File: config.mk
export PLATFORM = sky130hd
export DESIGN_NAME = frac_div_ctrl_flat
export DESIGN_NICKNAME = d
export VERILOG_FILES = /design/src/rtl/frac_div_pkg.sv /design/src/rtl/frac_div_ctrl_if.sv /design/src/rtl/frac_div_core.sv /design/src/rtl/frac_div_ctrl.sv /design/src/flat_wrapper.sv
export SDC_FILE = /design/constraint.sdc
export NUM_CORES = 1
export LEC_CHECK = 0
export ABC_AREA = 1
export BUFFER_PORTS_ARGS = -buffer_cell sky130_fd_sc_hd__clkbuf_2
export CAP_MARGIN = 15
export CORE_ASPECT_RATIO = 0.75
export CORE_MARGIN = 2
export CORE_UTILIZATION = 40
export CTS_CLUSTER_DIAMETER = 150
export DETAILED_ROUTE_END_ITERATION = 12
export PLACE_DENSITY = 0.61
export SLEW_MARGIN = 20
export SYNTH_ARGS = -nofsm -noshare
export SYNTH_HDL_FRONTEND = slang
export SYNTH_SLANG_ARGS = --single-unit
File: constraint.sdc
create_clock -name clk_in -period 2.75 [get_ports clk_in]
set_input_delay 0.55 -clock clk_in [delete_from_list [all_inputs] [get_ports clk_in]]
set_output_delay 0.55 -clock clk_in [all_outputs]
set_load 0.02 [all_outputs]
File: src/rtl/frac_div_pkg.sv
// Shared types and constants for the fractional clock-divider controller.
// Holds default field widths, the FSM encoding and the config legality check.
package frac_div_pkg;

    localparam int          INT_W_DEF  = 8;
    localparam int          FRAC_W_DEF = 8;
    localparam int unsigned MIN_INT    = 2;

    typedef enum logic [1:0] {
        IDLE = 2'd0,
        RUN  = 2'd1,
        STOP = 2'd2
    } state_e;

    typedef struct packed {
        logic [INT_W_DEF-1:0]  ipart;
        logic [FRAC_W_DEF-1:0] num;
        logic [FRAC_W_DEF-1:0] den;
    } cfg_t;

    function automatic logic cfg_legal(input int unsigned ci, input int unsigned cn, input int unsigned cd);
        return (ci >= MIN_INT) && (cd != 0) && (cn < cd);
    endfunction

endpackage

File: src/rtl/frac_div_ctrl_if.sv
// Config handshake plus divided-clock status bundle between the register block and the divider.
interface frac_div_ctrl_if #(
    parameter int INT_W  = frac_div_pkg::INT_W_DEF,
    parameter int FRAC_W = frac_div_pkg::FRAC_W_DEF
);
    logic              enable;
    logic              cfg_valid;
    logic              cfg_ready;
    logic [INT_W-1:0]  cfg_int;
    logic [FRAC_W-1:0] cfg_num;
    logic [FRAC_W-1:0] cfg_den;
    logic              clk_out;
    logic              seq_done;
    logic              busy;
    logic              cfg_pend;
    logic              cfg_err;

    modport master (
        output enable, cfg_valid, cfg_int, cfg_num, cfg_den,
        input  cfg_ready, clk_out, seq_done, busy, cfg_pend, cfg_err
    );

    modport slave (
        input  enable, cfg_valid, cfg_int, cfg_num, cfg_den,
        output cfg_ready, clk_out, seq_done, busy, cfg_pend, cfg_err
    );
endinterface

File: src/rtl/frac_div_core.sv
// Period counter, error accumulator and period index of the fractional divider.
// Latency: pulse/boundary decoded from registers in the last cycle of each period.
// Backpressure: none; counts every cycle while run is high, restart zeroes all state.
module frac_div_core
    import frac_div_pkg::*;
#(
    parameter int INT_W  = INT_W_DEF,
    parameter int FRAC_W = FRAC_W_DEF
) (
    input  logic              clk_in,
    input  logic              rst,
    input  logic              run,
    input  logic              restart,
    input  logic [INT_W-1:0]  len_int,
    input  logic [FRAC_W-1:0] num,
    input  logic [FRAC_W-1:0] den,
    output logic              pulse,
    output logic              boundary
);
    logic [INT_W-1:0]  cnt;
    logic [INT_W-1:0]  last_cnt;
    logic [FRAC_W:0]   acc;
    logic [FRAC_W:0]   acc_sum;
    logic [FRAC_W-1:0] idx;
    logic              long_q;

    assign acc_sum  = acc + {1'b0, num};
    // len_int >= 2, so cnt==0 is never the last cycle and long_q is always settled here
    assign last_cnt = len_int - INT_W'(1) + INT_W'(long_q);
    assign pulse    = run && (cnt == last_cnt);
    assign boundary = pulse && (idx == den - FRAC_W'(1));

    always_ff @(posedge clk_in or negedge rst) begin
        if (!rst) begin
            cnt    <= '0;
            acc    <= '0;
            idx    <= '0;
            long_q <= 1'b0;
        end else if (restart) begin
            cnt    <= '0;
            acc    <= '0;
            idx    <= '0;
            long_q <= 1'b0;
        end else if (run) begin
            if (cnt == '0) begin
                if (acc_sum >= {1'b0, den}) begin
                    long_q <= 1'b1;
                    acc    <= acc_sum - {1'b0, den};
                end else begin
                    long_q <= 1'b0;
                    acc    <= acc_sum;
                end
            end
            if (pulse) begin
                cnt <= '0;
                idx <= boundary ? '0 : idx + FRAC_W'(1);
            end else begin
                cnt <= cnt + INT_W'(1);
            end
        end
    end
endmodule

File: src/rtl/frac_div_ctrl.sv
// Fractional clock-divider controller: run/stop FSM, config handshake, shadow config.
// Latency: idle config is active next cycle; running retunes land at the next sequence boundary.
// Backpressure: cfg_ready is low while a shadow config waits for a boundary.
module frac_div_ctrl
    import frac_div_pkg::*;
#(
    parameter int INT_W  = INT_W_DEF,
    parameter int FRAC_W = FRAC_W_DEF
) (
    input logic            clk_in,
    input logic            rst,
    frac_div_ctrl_if.slave bus
);
    localparam logic [1:0] S_IDLE = IDLE;
    localparam logic [1:0] S_RUN  = RUN;
    localparam logic [1:0] S_STOP = STOP;

    logic [1:0]        state;
    logic [1:0]        state_nx;
    logic [INT_W-1:0]  act_int, shd_int;
    logic [FRAC_W-1:0] act_num, act_den, shd_num, shd_den;
    logic              loaded, pend, err_q;
    logic              xfer, legal, swap, pulse, boundary;

    assign xfer  = bus.cfg_valid && !pend;
    assign legal = cfg_legal(32'(bus.cfg_int), 32'(bus.cfg_num), 32'(bus.cfg_den));
    // a shadow left over when the run ended is promoted as soon as we are idle
    assign swap  = pend && (boundary || (state == S_IDLE));

    always_comb begin
        state_nx = state;
        case (state)
            S_IDLE: if (bus.enable && loaded) state_nx = S_RUN;
            S_RUN: begin
                if (boundary)         state_nx = bus.enable ? S_RUN : S_IDLE;
                else if (!bus.enable) state_nx = S_STOP;
            end
            S_STOP: begin
                if (boundary)        state_nx = bus.enable ? S_RUN : S_IDLE;
                else if (bus.enable) state_nx = S_RUN;
            end
            default: state_nx = S_IDLE;
        endcase
    end

    always_ff @(posedge clk_in or negedge rst) begin
        if (!rst) begin
            state   <= S_IDLE;
            act_int <= '0;
            act_num <= '0;
            act_den <= '0;
            shd_int <= '0;
            shd_num <= '0;
            shd_den <= '0;
            loaded  <= 1'b0;
            pend    <= 1'b0;
            err_q   <= 1'b0;
        end else begin
            state <= state_nx;
            err_q <= xfer && !legal;
            if (swap) begin
                act_int <= shd_int;
                act_num <= shd_num;
                act_den <= shd_den;
                pend    <= 1'b0;
            end
            if (xfer && legal) begin
                if (state == S_IDLE) begin
                    act_int <= bus.cfg_int;
                    act_num <= bus.cfg_num;
                    act_den <= bus.cfg_den;
                    loaded  <= 1'b1;
                end else begin
                    shd_int <= bus.cfg_int;
                    shd_num <= bus.cfg_num;
                    shd_den <= bus.cfg_den;
                    pend    <= 1'b1;
                end
            end
        end
    end

    frac_div_core #(
        .INT_W  (INT_W),
        .FRAC_W (FRAC_W)
    ) u_core (
        .clk_in   (clk_in),
        .rst      (rst),
        .run      (state != S_IDLE),
        .restart  ((state == S_IDLE) || swap),
        .len_int  (act_int),
        .num      (act_num),
        .den      (act_den),
        .pulse    (pulse),
        .boundary (boundary)
    );

    assign bus.cfg_ready = !pend;
    assign bus.clk_out   = pulse;
    assign bus.seq_done  = boundary;
    assign bus.busy      = (state != S_IDLE);
    assign bus.cfg_pend  = pend;
    assign bus.cfg_err   = err_q;
endmodule

File: src/flat_wrapper.sv
// flat-port wrapper written by rule: the top's interface ports become plain ports
module frac_div_ctrl_flat import frac_div_pkg::*;
#(
    parameter int INT_W  = INT_W_DEF,
    parameter int FRAC_W = FRAC_W_DEF
)
  (clk_in, rst, bus_enable, bus_cfg_valid, bus_cfg_int, bus_cfg_num, bus_cfg_den, bus_cfg_ready, bus_clk_out, bus_seq_done, bus_busy, bus_cfg_pend, bus_cfg_err);
  frac_div_ctrl_if #(.INT_W(INT_W), .FRAC_W(FRAC_W)) bus_i ();
  input logic clk_in;
  input logic rst;
  input wire logic [$bits(bus_i.enable)-1:0] bus_enable;
  input wire logic [$bits(bus_i.cfg_valid)-1:0] bus_cfg_valid;
  input wire logic [$bits(bus_i.cfg_int)-1:0] bus_cfg_int;
  input wire logic [$bits(bus_i.cfg_num)-1:0] bus_cfg_num;
  input wire logic [$bits(bus_i.cfg_den)-1:0] bus_cfg_den;
  output wire logic [$bits(bus_i.cfg_ready)-1:0] bus_cfg_ready;
  output wire logic [$bits(bus_i.clk_out)-1:0] bus_clk_out;
  output wire logic [$bits(bus_i.seq_done)-1:0] bus_seq_done;
  output wire logic [$bits(bus_i.busy)-1:0] bus_busy;
  output wire logic [$bits(bus_i.cfg_pend)-1:0] bus_cfg_pend;
  output wire logic [$bits(bus_i.cfg_err)-1:0] bus_cfg_err;
  assign bus_i.enable = bus_enable;
  assign bus_i.cfg_valid = bus_cfg_valid;
  assign bus_i.cfg_int = bus_cfg_int;
  assign bus_i.cfg_num = bus_cfg_num;
  assign bus_i.cfg_den = bus_cfg_den;
  assign bus_cfg_ready = bus_i.cfg_ready;
  assign bus_clk_out = bus_i.clk_out;
  assign bus_seq_done = bus_i.seq_done;
  assign bus_busy = bus_i.busy;
  assign bus_cfg_pend = bus_i.cfg_pend;
  assign bus_cfg_err = bus_i.cfg_err;
  frac_div_ctrl #(.INT_W(INT_W), .FRAC_W(FRAC_W)) u_core (.clk_in(clk_in), .rst(rst), .bus(bus_i));
endmodule
Word-level counts from Yosys, hierarchy flattened:

Cells that the tools add are included.
Widths: inputs -> output; s select.

* register bits: 79
* output and inout port bits: 6
* word-level logic and storage cells: 91

* equal/unequal tests: 7
* reductions and logical operators: 25
* muxes and demuxes: 34
* add/sub/neg operators: 7
* bitwise logic cells: 1
* magnitude comparators: 3

Operators by type and width (number)
* $mux 8: 16
* $mux 9: 4
* $add 8x1->8 const B: 2
* $eq 8x8->1: 2
* $sub 8x1->8 const B: 2
* $mux 2: 5
* $add 9x8->9: 1
* $ge 9x8->1: 1
* $logic_and 1x1->1: 9
* $sub 9x8->9: 1
* $add 8x1->8: 1
* $ge 8x2->1 const B: 1
* $logic_not 8->1: 1
* $lt 8x8->1: 1
* $mux 1: 8
* $reduce_and 2->1: 4
* $reduce_bool 2->1: 4
* $reduce_bool 8->1: 1
* $ne 3x3->1 const B: 2
* $pmux 2 s3: 1
* $reduce_and 3->1: 1
* $eq 2x1->1 const B: 1
* $eq 2x2->1 const B: 1
* $logic_not 1->1: 2
* other kinds (4): 5

Longest topological paths before layout:

Gate-level depths: netlist of run 1.

* depth in word-level cells: 10
* depth in mapped cells: 20
* mapped depth without buffers: 19

Modules after synthesis:

A second synthesis of run 1 with hierarchy kept.

* cells, all modules: 845
* area, all modules: 5786.8 um2

Modules (own cells, without submodules)
* frac_div_ctrl: instances 1, cells an instance 434, sequential area each 1326.3 um2, area an instance 3032.9 um2
* frac_div_core: instances 1, cells an instance 411, sequential area each 650.6 um2, area an instance 2753.9 um2

Worst setup path before layout of run 1:

OpenSTA, ideal clock, no wires.

* path kind: flip-flop to flip-flop
* start point: register u_core.u_core.acc[0]
* end point: register u_core.u_core.acc[7]
* slack: -0.089 ns
* cell stages (with the launch flop): 19
* data arrival time: 2.759 ns
* path buffers: 1
* setup time: 0.080 ns
* required time: 2.670 ns
* cells stage by stage: dfrtp_1 -> ha_1 -> inv_1 -> fa_1 -> o21ai_1 -> nand2_1 -> nand3_1 -> nand2_1 -> ha_1 -> inv_1 -> o21bai_1 -> a31oi_1 -> nand2_1 -> nand2_1 -> nand3_1 -> buf_2 -> nor2_1 -> nor2_1 -> nor3_2

* longest elaborated chain between the ends: 6

RTL lines
* start: declaration: line frac_div_core.sv:22 `logic [FRAC_W:0] acc;`
* start signal: assignment: line frac_div_core.sv:48 `acc <= acc_sum - {1'b0, den};`
* start signal: assignment: line frac_div_core.sv:51 `acc <= acc_sum;`
* $add 9x8->9 (*): line frac_div_core.sv:27 `assign acc_sum = acc + {1'b0, num};`
* $sub 9x8->9 / $ge 9x8->1 (equally long branches): line frac_div_core.sv:48, frac_div_core.sv:46
* $mux 9 (*): line frac_div_core.sv:46 `if (acc_sum >= {1'b0, den}) begin`
* $mux 9 (*): line frac_div_core.sv:45 `if (cnt == '0) begin`
* $mux 9 (*): line frac_div_core.sv:44 `end else if (run) begin`
* $mux 9 (*): line frac_div_core.sv:39 `end else if (restart) begin`

Every way passes the cells marked *; elsewhere a longest branch is shown, timed or not. The select of a mux whose other input is x is not followed.
A chain may end at the register's enable or synchronous reset.

Worst setup path after layout of run 1:

* start point: register u_core.u_core.acc[0]
* end point: register u_core.u_core.acc[0]

Same word-level chain as after synthesis.

==> results of run 1 <==
-- kinds of logic (layout without fill, tap and decap cells) --
kind of cell | count (synthesis) | after routing | synth area share
and+or+nand+nor | 453 | 453 | 0.357
buffers and inverters | 156 | 250 | 0.111
AOI/OAI and AO/OA | 80 | 80 | 0.0773
DFF | 79 | 79 | 0.353
adders and majority gates | 31 | 31 | 0.0719
xor gates and xnor gates | 19 | 19 | 0.0297
-- registers in the layout (all words and copies together) (netlist names), 2 cells and up --
signal,flops
u_core.shd_int,8
u_core.state,2
u_core.shd_den,8
u_core.act_int,8
u_core.u_core.idx,8
u_core.act_num,8
u_core.shd_num,8
u_core.u_core.acc,9
u_core.u_core.cnt,8
u_core.act_den,8
-- cell usage in the layout, fill, tap and decap left out, types with 5 or more instances in the layout --
cell and n:
a21oi_1 23, buf_4 62, clkbuf_16 9, clkbuf_2 30, dfrtp_1 79, ha_1 21, ha_4 7, inv_1 126
inv_2 7, nand2_1 233, nand2_2 7, nand3_1 87, nand3_2 5, nand4_1 15, nor2_1 64, nor2_2 12
nor3_1 9, o21ai_0 39, o21ai_1 5, xnor2_1 7, xor2_1 10
-- worst max path at each step --
stage                     slack, ns            startpoint              endpoint
after floorplan                0.03  u_core.u_core.acc[0]  u_core.u_core.acc[7]
after global placement        -0.11     u_core.act_num[0]  u_core.u_core.acc[0]
after detailed placement      -0.20     u_core.act_num[0]  u_core.u_core.acc[2]
after CTS                     -0.07     u_core.act_num[0]  u_core.u_core.acc[0]
after global routing          -0.31     u_core.act_num[0]  u_core.u_core.acc[0]
final                         -0.12  u_core.u_core.acc[0]  u_core.u_core.acc[0]
-- final cells by class --
type | count | area share
timing repair buffer | 100 | 0.106
clock buffer | 11 | 0.0351
clock inverter | 4 | 0.00434
inverter | 135 | 0.0736
tap | 175 | 0.0316
multi-input combinational | 583 | 0.464
sequential | 79 | 0.286
-- through the flow --
| step | utilization | setup WS (ns) | power [mW] |
|---|---|---|---|
| after detailed placement | 0.457 | -0.197 | 8.37 |
| after CTS | 0.492 | -0.0652 | 10.3 |
| after global placement | 0.457 | -0.112 | 8.36 |
| after floorplan | - | 0.0266 | 6.15 |
| after global routing | 0.505 | -0.309 | 11.9 |
| final | 0.505 | -0.122 | 10.8 |
-- metal layers --
| layer | global-route usage | vias to the layer above | routed length, µm |
|---|---|---|---|
| li1 | - | 2765 | - |
| met1 | 0.323 | 2429 | 8170 |
| met2 | 0.302 | 123 | 5920 |
| met3 | 0.0392 | 12 | 653 |
| met4 | 0.0421 | 0 | 125 |
| met5 | 0 | - | 0 |
-- power by group --
group | internal [mW] | total (mW) | switching [mW]
registers | 1.63 | 1.97 | 0.341
clock network | 0.637 | 1.15 | 0.514
logic | 3.43 | 7.68 | 4.25
total | 5.70 | 10.8 | 5.10
-- repair_timing --
action | in CTS | in global routing
pin swaps | 24 | 23
gates cloned | 0 | 0
endpoints found under the hold margin | 0 | 0
gates resized for setup | 33 | 24
setup endpoints to repair | 12 | 17
buffers inserted | 12 | 6
==> out/results.ini, run 1 <==
[cts]
clk_pin_slew_worst_paths_ns=0.06
cts_max_level=3
clockRootBuffer=clkbuf_16
numCtsBuffers=9
worstSkewPairLatency_ns=0.35
clockBufferDepth=2
cts_tree=done
cts_hold_buf=0
cts_sinks=79

[placement]
place.gp.congestion=0.878
port_buffers=33
dpl.cell_count=1055
hpwlAfterDp_um=11000
placed_cell_area_um2=6270

[finish]
drive_gt1_frac=0.192
regArea_um2=1980
final_cell_count_no_fill=1087
area_delta_synth_final_pct=23.6
postLayoutCellArea_um2=6920
fin_nets=967
nFillCells=1372
n_antenna_cell=0
multi_input_area_um2=3210

[global_routing]
grt_max_degree=45
grt_pass1_vias=5032
antenna_found_initial=0
grt_overflow=0
grt_usage=0.209
grt_pass1_wl_um=25000

[power]
powerDensity_nw_per_um2=1560
power_leakage_nw=3.64
peakVddDrop_v=0.000850

[logic_synthesis]
synthTopCellsByArea=dfrtp_1, nand2_1, inv_1, nand3_1, ha_1
ys_warn_count=0
async_flop_share=1.00
synth.avg_cell_area_um2=6.85
synth.most_common_cell=nand2_1
syn-num-nets=877
synth-edff-count=0
synth_commonest_cells=nand2_1, inv_1, nand3_1
ys_seq_elements=79
ys_types=41
syn-instance-count=818
netlist.top_cell.by_area=dfrtp_1
synth_ff_type=dfrtp_1
yosysSeqAreaShare=0.353
syn-cell-area_um2=5600
yosys.area.top_type_share=0.353

[setup_path]
path_buf_inv=3
rr_endpoint=u_core.u_core.acc[0]
worst-r2r-setup-slack_ns=-0.12
r2r_cells=20
cp_data_required_time_ns=2.98
crit_slowest_cell=fa_2
cpPeakStageDelay_ns=0.38
path_depth=20
timing.rr.start=u_core.u_core.acc[0]
crit_chain=ha_2, inv_2, fa_2, o21ai_4, nand2_2, nand2_1, nand2_1, nand2_2, ha_4, inv_4, o21bai_1, a31oi_1, nand2_1, nand2_2, nand3_4, buf_6, nand2_2, nand2_1, nor2_2, nor3_2
worstPathArrival_ns=3.10
cp_top_family=simple AND/OR/NAND/NOR gates
critPathCaptureType=flip-flop
crit_type=reg2reg
start_kind=flip-flop
path_max_fanout=4

[route]
drt_iter0_markers=399
vias=5329
route.detailed.drc=0
drtPass1Iterations=5
viasPerCell=4.90
wl_per_cell_um=13.7
ant_nets=0
wirelength_um=14900

[status]
status=finished, violations left
violations=setup timing

[timing]
setup_tns_ns=-0.913
fin_ws_ns=-0.122
fin_worst_skew_ns=0.0138
whs_ns=0.232
maxSlewHeadroom=0.584
period_share=1.04
tightest_slew_ns=0.624
fin_crit_ns=2.87
final-max-slew-violation-count=0
hold_viol=0
setup_violations=10
fmax_ghz=0.348
rsz0062_at_grt=true

[flow_run]
cap_violations=0

[die]
die_h_um=106
initial_core_util=0.409
core_um2=13700
io_pins=34
std_cell_rows=37
die_area_um2=15000
die_x_um=141

[hold_path]
hold_class=in2async

No activity file was read; power rests on OpenSTA's default activity.
==> inputs of run 2 (changes only) <==
- CORE_UTILIZATION: 40 -> 30
- GPL_TIMING_DRIVEN: unset -> 0
- PLACE_DENSITY: 0.61 -> 0.5
==> run 2 against run 1 <==
- the flow still finishes with violations (setup timing)
- largest power group unchanged
- fmax is 0.57% lower
- utilization is 13 points lower
- sequential share of layout area rose by 0.28 points
- sequential power is essentially flat
- worst hold slack got worse by 0.013 ns
- non-clock buffer count is 25 lower
- critical path depth down 5
- total power fell by 7.9%
- combinational power down 15%
- critical endpoint unchanged
==> out/results.ini, run 2 (synthesized netlist as in run 1, its figures left out) <==
[flow_run]
cap_violations=0

[finish]
largest_reg_flops=9
regArea_um2=1980
n_antenna_cell=0
multi_input_area_um2=3230
fin_util=0.373
final_common_cell=nand2_1
final_cell_count_no_fill=1134
area_delta_synth_final_pct=22.5
nFillCells=2023
final_cell_mix=nand2_1, inv_1, nand3_1, dfrtp_1, nor2_1
top_register=u_core.u_core.acc
drive_gt1_frac=0.172
fin_nets=942

[power]
design_power_total_mw=9.95
peakVddDrop_v=0.000646
powerDensity_nw_per_um2=1450
power_leakage_nw=3.51

[setup_path]
path_max_fanout=5
crit_type=reg2reg
start_kind=flip-flop
worstPathArrival_ns=3.14
cp_data_required_time_ns=3.00
critPathCaptureType=flip-flop

[timing]
hold_viol=0
final-max-slew-violation-count=0
setup_violations=10
fin_ws_ns=-0.138
period_share=1.05
maxSlewHeadroom=0.316
rsz0062_at_grt=true
fin_crit_ns=2.89
fin_worst_skew_ns=0.0105
fmax_ghz=0.346
tightest_slew_ns=1.02

[cts]
cts_hold_buf=0
cts_max_level=3
cts_sinks=79
clockBufferDepth=2
clk_pin_slew_worst_paths_ns=0.06
clockRootBuffer=clkbuf_16
numCtsBuffers=9
cts_tree=done
worstSkewPairLatency_ns=0.35

[placement]
port_buffers=33
dpl.cell_count=1098
hpwlAfterDp_um=12100
place.gp.congestion=0.815

[die]
initial_core_util=0.304
die_h_um=122
core_um2=18400
io_pins=34
std_cell_rows=43
die_area_um2=19800
die_x_um=162

[global_routing]
grt_max_degree=80
grt_pass1_wl_um=26700
grt_pass1_vias=5017
grt_usage=0.172
antenna_found_initial=0
grt_overflow=0

[hold_path]
hold_class=in2async

[status]
violations=setup timing
status=finished, violations left

[route]
drt_iter0_markers=318
viasPerCell=4.60
ant_nets=0
vias=5218
route.detailed.drc=0
wl_per_cell_um=14.1
wirelength_um=16000
drtPass1Iterations=4

## run 2: cell count changes in the layout (fill, tap and decap cells not counted), moves of 3 or more
| cell | before | now |
|---|---|---|
| bufinv_16 | 0 | 3 |
| nand2_2 | 7 | 11 |
| nand2_1 | 233 | 228 |
| clkbuf_1 | 1 | 6 |
| buf_2 | 0 | 9 |
| buf_4 | 62 | 21 |
## run 2: critical path, cell delays in order, from the launching register on
cell and delay (ns):
dfrtp_2 0.42, ha_4 0.16, inv_2 0.03, fa_2 0.37, xnor2_1 0.26, ha_1 0.32
a21oi_1 0.19, o21ai_0 0.17, nand2_1 0.13, nand2_1 0.08, nand2_2 0.10, nand3_4 0.10
buf_6 0.15, nor2_2 0.09, nor2_1 0.04, nor3_1 0.17
## run 2: area by class of cell
type,count,area share
Multi-Input combinational cell,583,0.471
Inverter,135,0.0742
Sequential cell,79,0.288
Buffer,21,0.0191
Tap cell,247,0.0450
Clock buffer,9,0.0328
Clock inverter,6,0.0173
Timing Repair Buffer,54,0.0518
## run 2: worst paths after layout
path | cells after the start | slack (ns) | end | start
worst min register to register | 2 | 0.50 | u_core.loaded | u_core.loaded
worst min-delay path | 1 | 0.22 | u_core.u_core.acc[4] | rst
min in group clk_in | 3 | 0.44 | u_core.act_int[0] | bus_cfg_int[0]
worst max register to register | 15 | -0.14 | u_core.u_core.acc[0] | u_core.act_num[0]
worst max-delay path | 15 | -0.14 | u_core.u_core.acc[0] | u_core.act_num[0]
max in group asynchronous | 1 | 1.99 | u_core.act_num[0] | rst
## run 2: per-layer routing
layer | GRT usage | vias up | share of wire
met5 | 0 | - | 0
met4 | 0.0265 | 0 | 0.0055
met3 | 0.0274 | 10 | 0.036
met2 | 0.241 | 97 | 0.38
met1 | 0.278 | 2390 | 0.57
li1 | - | 2721 | -
## run 2: power by group
group / internal, mW / switching, mW
Clock: 0.893 / 0.529
Sequential: 1.63 / 0.343
Combinational: 2.57 / 3.98
## run 2: what timing repair did
item,4_1_cts,5_1_grt
pin swaps,22,27
endpoints found under the setup margin,17,26
buffers inserted,12,8
gates resized for setup,39,28
gates cloned,1,0
## run 2: stage by stage
stage / setup TNS, ns / area, µm² / setup slack (ns) / hold WS, ns
finish: -0.924 / 6860 / -0.138 / 0.219
global route: -2.80 / 6860 / -0.331 / 0.311
CTS: -2.01 / 6700 / -0.245 / 0.276
detailed placement: -4.72 / 6090 / -0.495 / 0.482
global placement: -4.70 / 6080 / -0.503 / 0.489
floorplan: 0 / 5610 / 0.0266 / 0.254
==> inputs of run 3 (changes only) <==
- CTS_CLUSTER_DIAMETER: 150 -> 40
- GPL_ROUTABILITY_DRIVEN: unset -> 0
- RECOVER_POWER: unset -> 50
==> run 3 against run 2 <==
- the flow finishes with violations (capacitance limit, slew limit, setup timing)
- non-clock buffer count stayed put
- worst hold slack gained 0.22 ns
- flip-flop and latch count stayed put
==> out/results.ini, run 3 (synthesized netlist as in run 1, its figures left out) <==
[setup_path]
worstPathArrival_ns=3.14
crit_slowest_cell=dfrtp_2
crit_chain=ha_4, inv_2, fa_2, xnor2_1, ha_1, a21oi_1, o21ai_0, nand2_1, nand2_1, nand2_2, nand3_4, buf_6, nor2_2, nor2_1, nor3_1
start_kind=flip-flop
cp_data_required_time_ns=3.00
cpPeakStageDelay_ns=0.42
path_max_fanout=5
cp_common_cell=nand2_1
crit_type=reg2reg
critPathCaptureType=flip-flop

[finish]
postLayoutCellArea_um2=6850
fin_nets=942
largest_reg_flops=9
n_antenna_cell=0
top_register=u_core.u_core.acc
area_delta_synth_final_pct=22.4
nFillCells=2026
final_cell_mix=nand2_1, inv_1, nand3_1, dfrtp_1, nor2_1
drive_gt1_frac=0.172
fin_util=0.373
final_cell_count_no_fill=1134
final_common_cell=nand2_1

[cts]
clockBufferDepth=2
cts_tree=done
cts_sinks=79
worstSkewPairLatency_ns=0.35
cts_max_level=3
numCtsBuffers=9
clockRootBuffer=clkbuf_16
clk_pin_slew_worst_paths_ns=0.07

[hold_path]
hold_class=in2reg

[die]
core_um2=18400
io_pins=34
std_cell_rows=43
die_x_um=162
die_area_um2=19800
initial_core_util=0.304
die_h_um=122

[global_routing]
grt_max_degree=80
grt_pass1_wl_um=26700
grt_overflow=0
antenna_found_initial=0
grt_pass1_vias=5017
grt_usage=0.172

[timing]
fin_ws_ns=-0.137
final-max-slew-violation-count=80
setup_violations=10
hold_viol=0
fin_worst_skew_ns=0.0105
rsz0062_at_grt=true
period_share=1.05
fmax_ghz=0.346
tightest_slew_ns=2.12
fin_crit_ns=2.89
maxSlewHeadroom=-0.413

[placement]
pre_cts_ws_ns=-0.495
port_buffers=33
dpl.cell_count=1098
placed_cell_area_um2=6090
hpwlAfterDp_um=12100

[route]
viasPerCell=4.61
vias=5223
drtPass1Iterations=5
ant_nets=0
route.detailed.drc=0
wl_per_cell_um=14.1
wirelength_um=16000
drt_iter0_markers=318

[power]
power_leakage_nw=3.51
design_power_total_mw=9.95
powerDensity_nw_per_um2=1450
peakVddDrop_v=0.000646

[flow_run]
cap_violations=1

[status]
violations=capacitance limit, slew limit, setup timing
status=finished, violations left

## run 3: cell types whose count changed in the layout (fill, tap and decap cells not counted)
cell | before | now
clkbuf_2 | 30 | 31
clkbuf_8 | 1 | 0
## run 3: layout make-up
type                    count  area [µm²]  share of cell area
repair buffers             54         347              0.0506
flip-flops and latches     79        1980               0.289
inverters                 135         509              0.0743
clock buffers               9         225              0.0329
plain buffers              21         131              0.0192
multi-input cells         583        3230               0.472
well taps                 247         309              0.0451
clock inverters             6         119              0.0173
## run 3: power by group
| group | internal (mW) | switching, mW |
|---|---|---|
| clock | 0.893 | 0.529 |
| sequential | 1.63 | 0.343 |
| combinational | 2.57 | 3.98 |
## run 3: final timing paths
path	cells after the start	to	startpoint	slack, ns
worst max-delay path	15	u_core.u_core.acc[0]	u_core.act_num[0]	-0.14
worst min-delay path	3	u_core.act_int[0]	bus_cfg_int[0]	0.44
worst min register to register	2	u_core.loaded	u_core.loaded	0.50
max in group asynchronous	1	u_core.act_num[0]	rst	0.55
min in group asynchronous	1	u_core.u_core.acc[4]	rst	0.78
worst max register to register	15	u_core.u_core.acc[0]	u_core.act_num[0]	-0.14
## run 3: routing by layer
metal / track usage / vias to the layer above / wire [µm]
met3: 0.0274 / 10 / 578
li1: - / 2721 / -
met5: 0 / - / 0
met2: 0.241 / 99 / 6170
met1: 0.278 / 2393 / 9200
met4: 0.0265 / 0 / 88
## run 3: repair_timing
item,in CTS,in global routing
hold buffers,0,0
gates cloned,1,0
endpoints found under the setup margin,17,26
pin swaps,22,27
buffers inserted,12,8
gates resized for setup,39,28
## run 3: critical path, delay by kind of cell, from the launching register on
| family | cells | cell delay, ns |
|---|---|---|
| xor+xnor | 1 | 0.26 |
| simple gates | 7 | 0.71 |
| buf+inv | 2 | 0.18 |
| compound gates | 2 | 0.36 |
| fa+ha+maj | 3 | 0.85 |
| flops | 1 | 0.42 |
## run 3: stage by stage
| stage | TNS, ns | hold WS [ns] |
|---|---|---|
| global placement | -4.70 | 0.489 |
| floorplan | 0 | 0.254 |
| detailed placement | -4.72 | 0.482 |
| global route | -2.80 | 0.454 |
| finish | -0.917 | 0.438 |
| CTS | -2.01 | 0.276 |
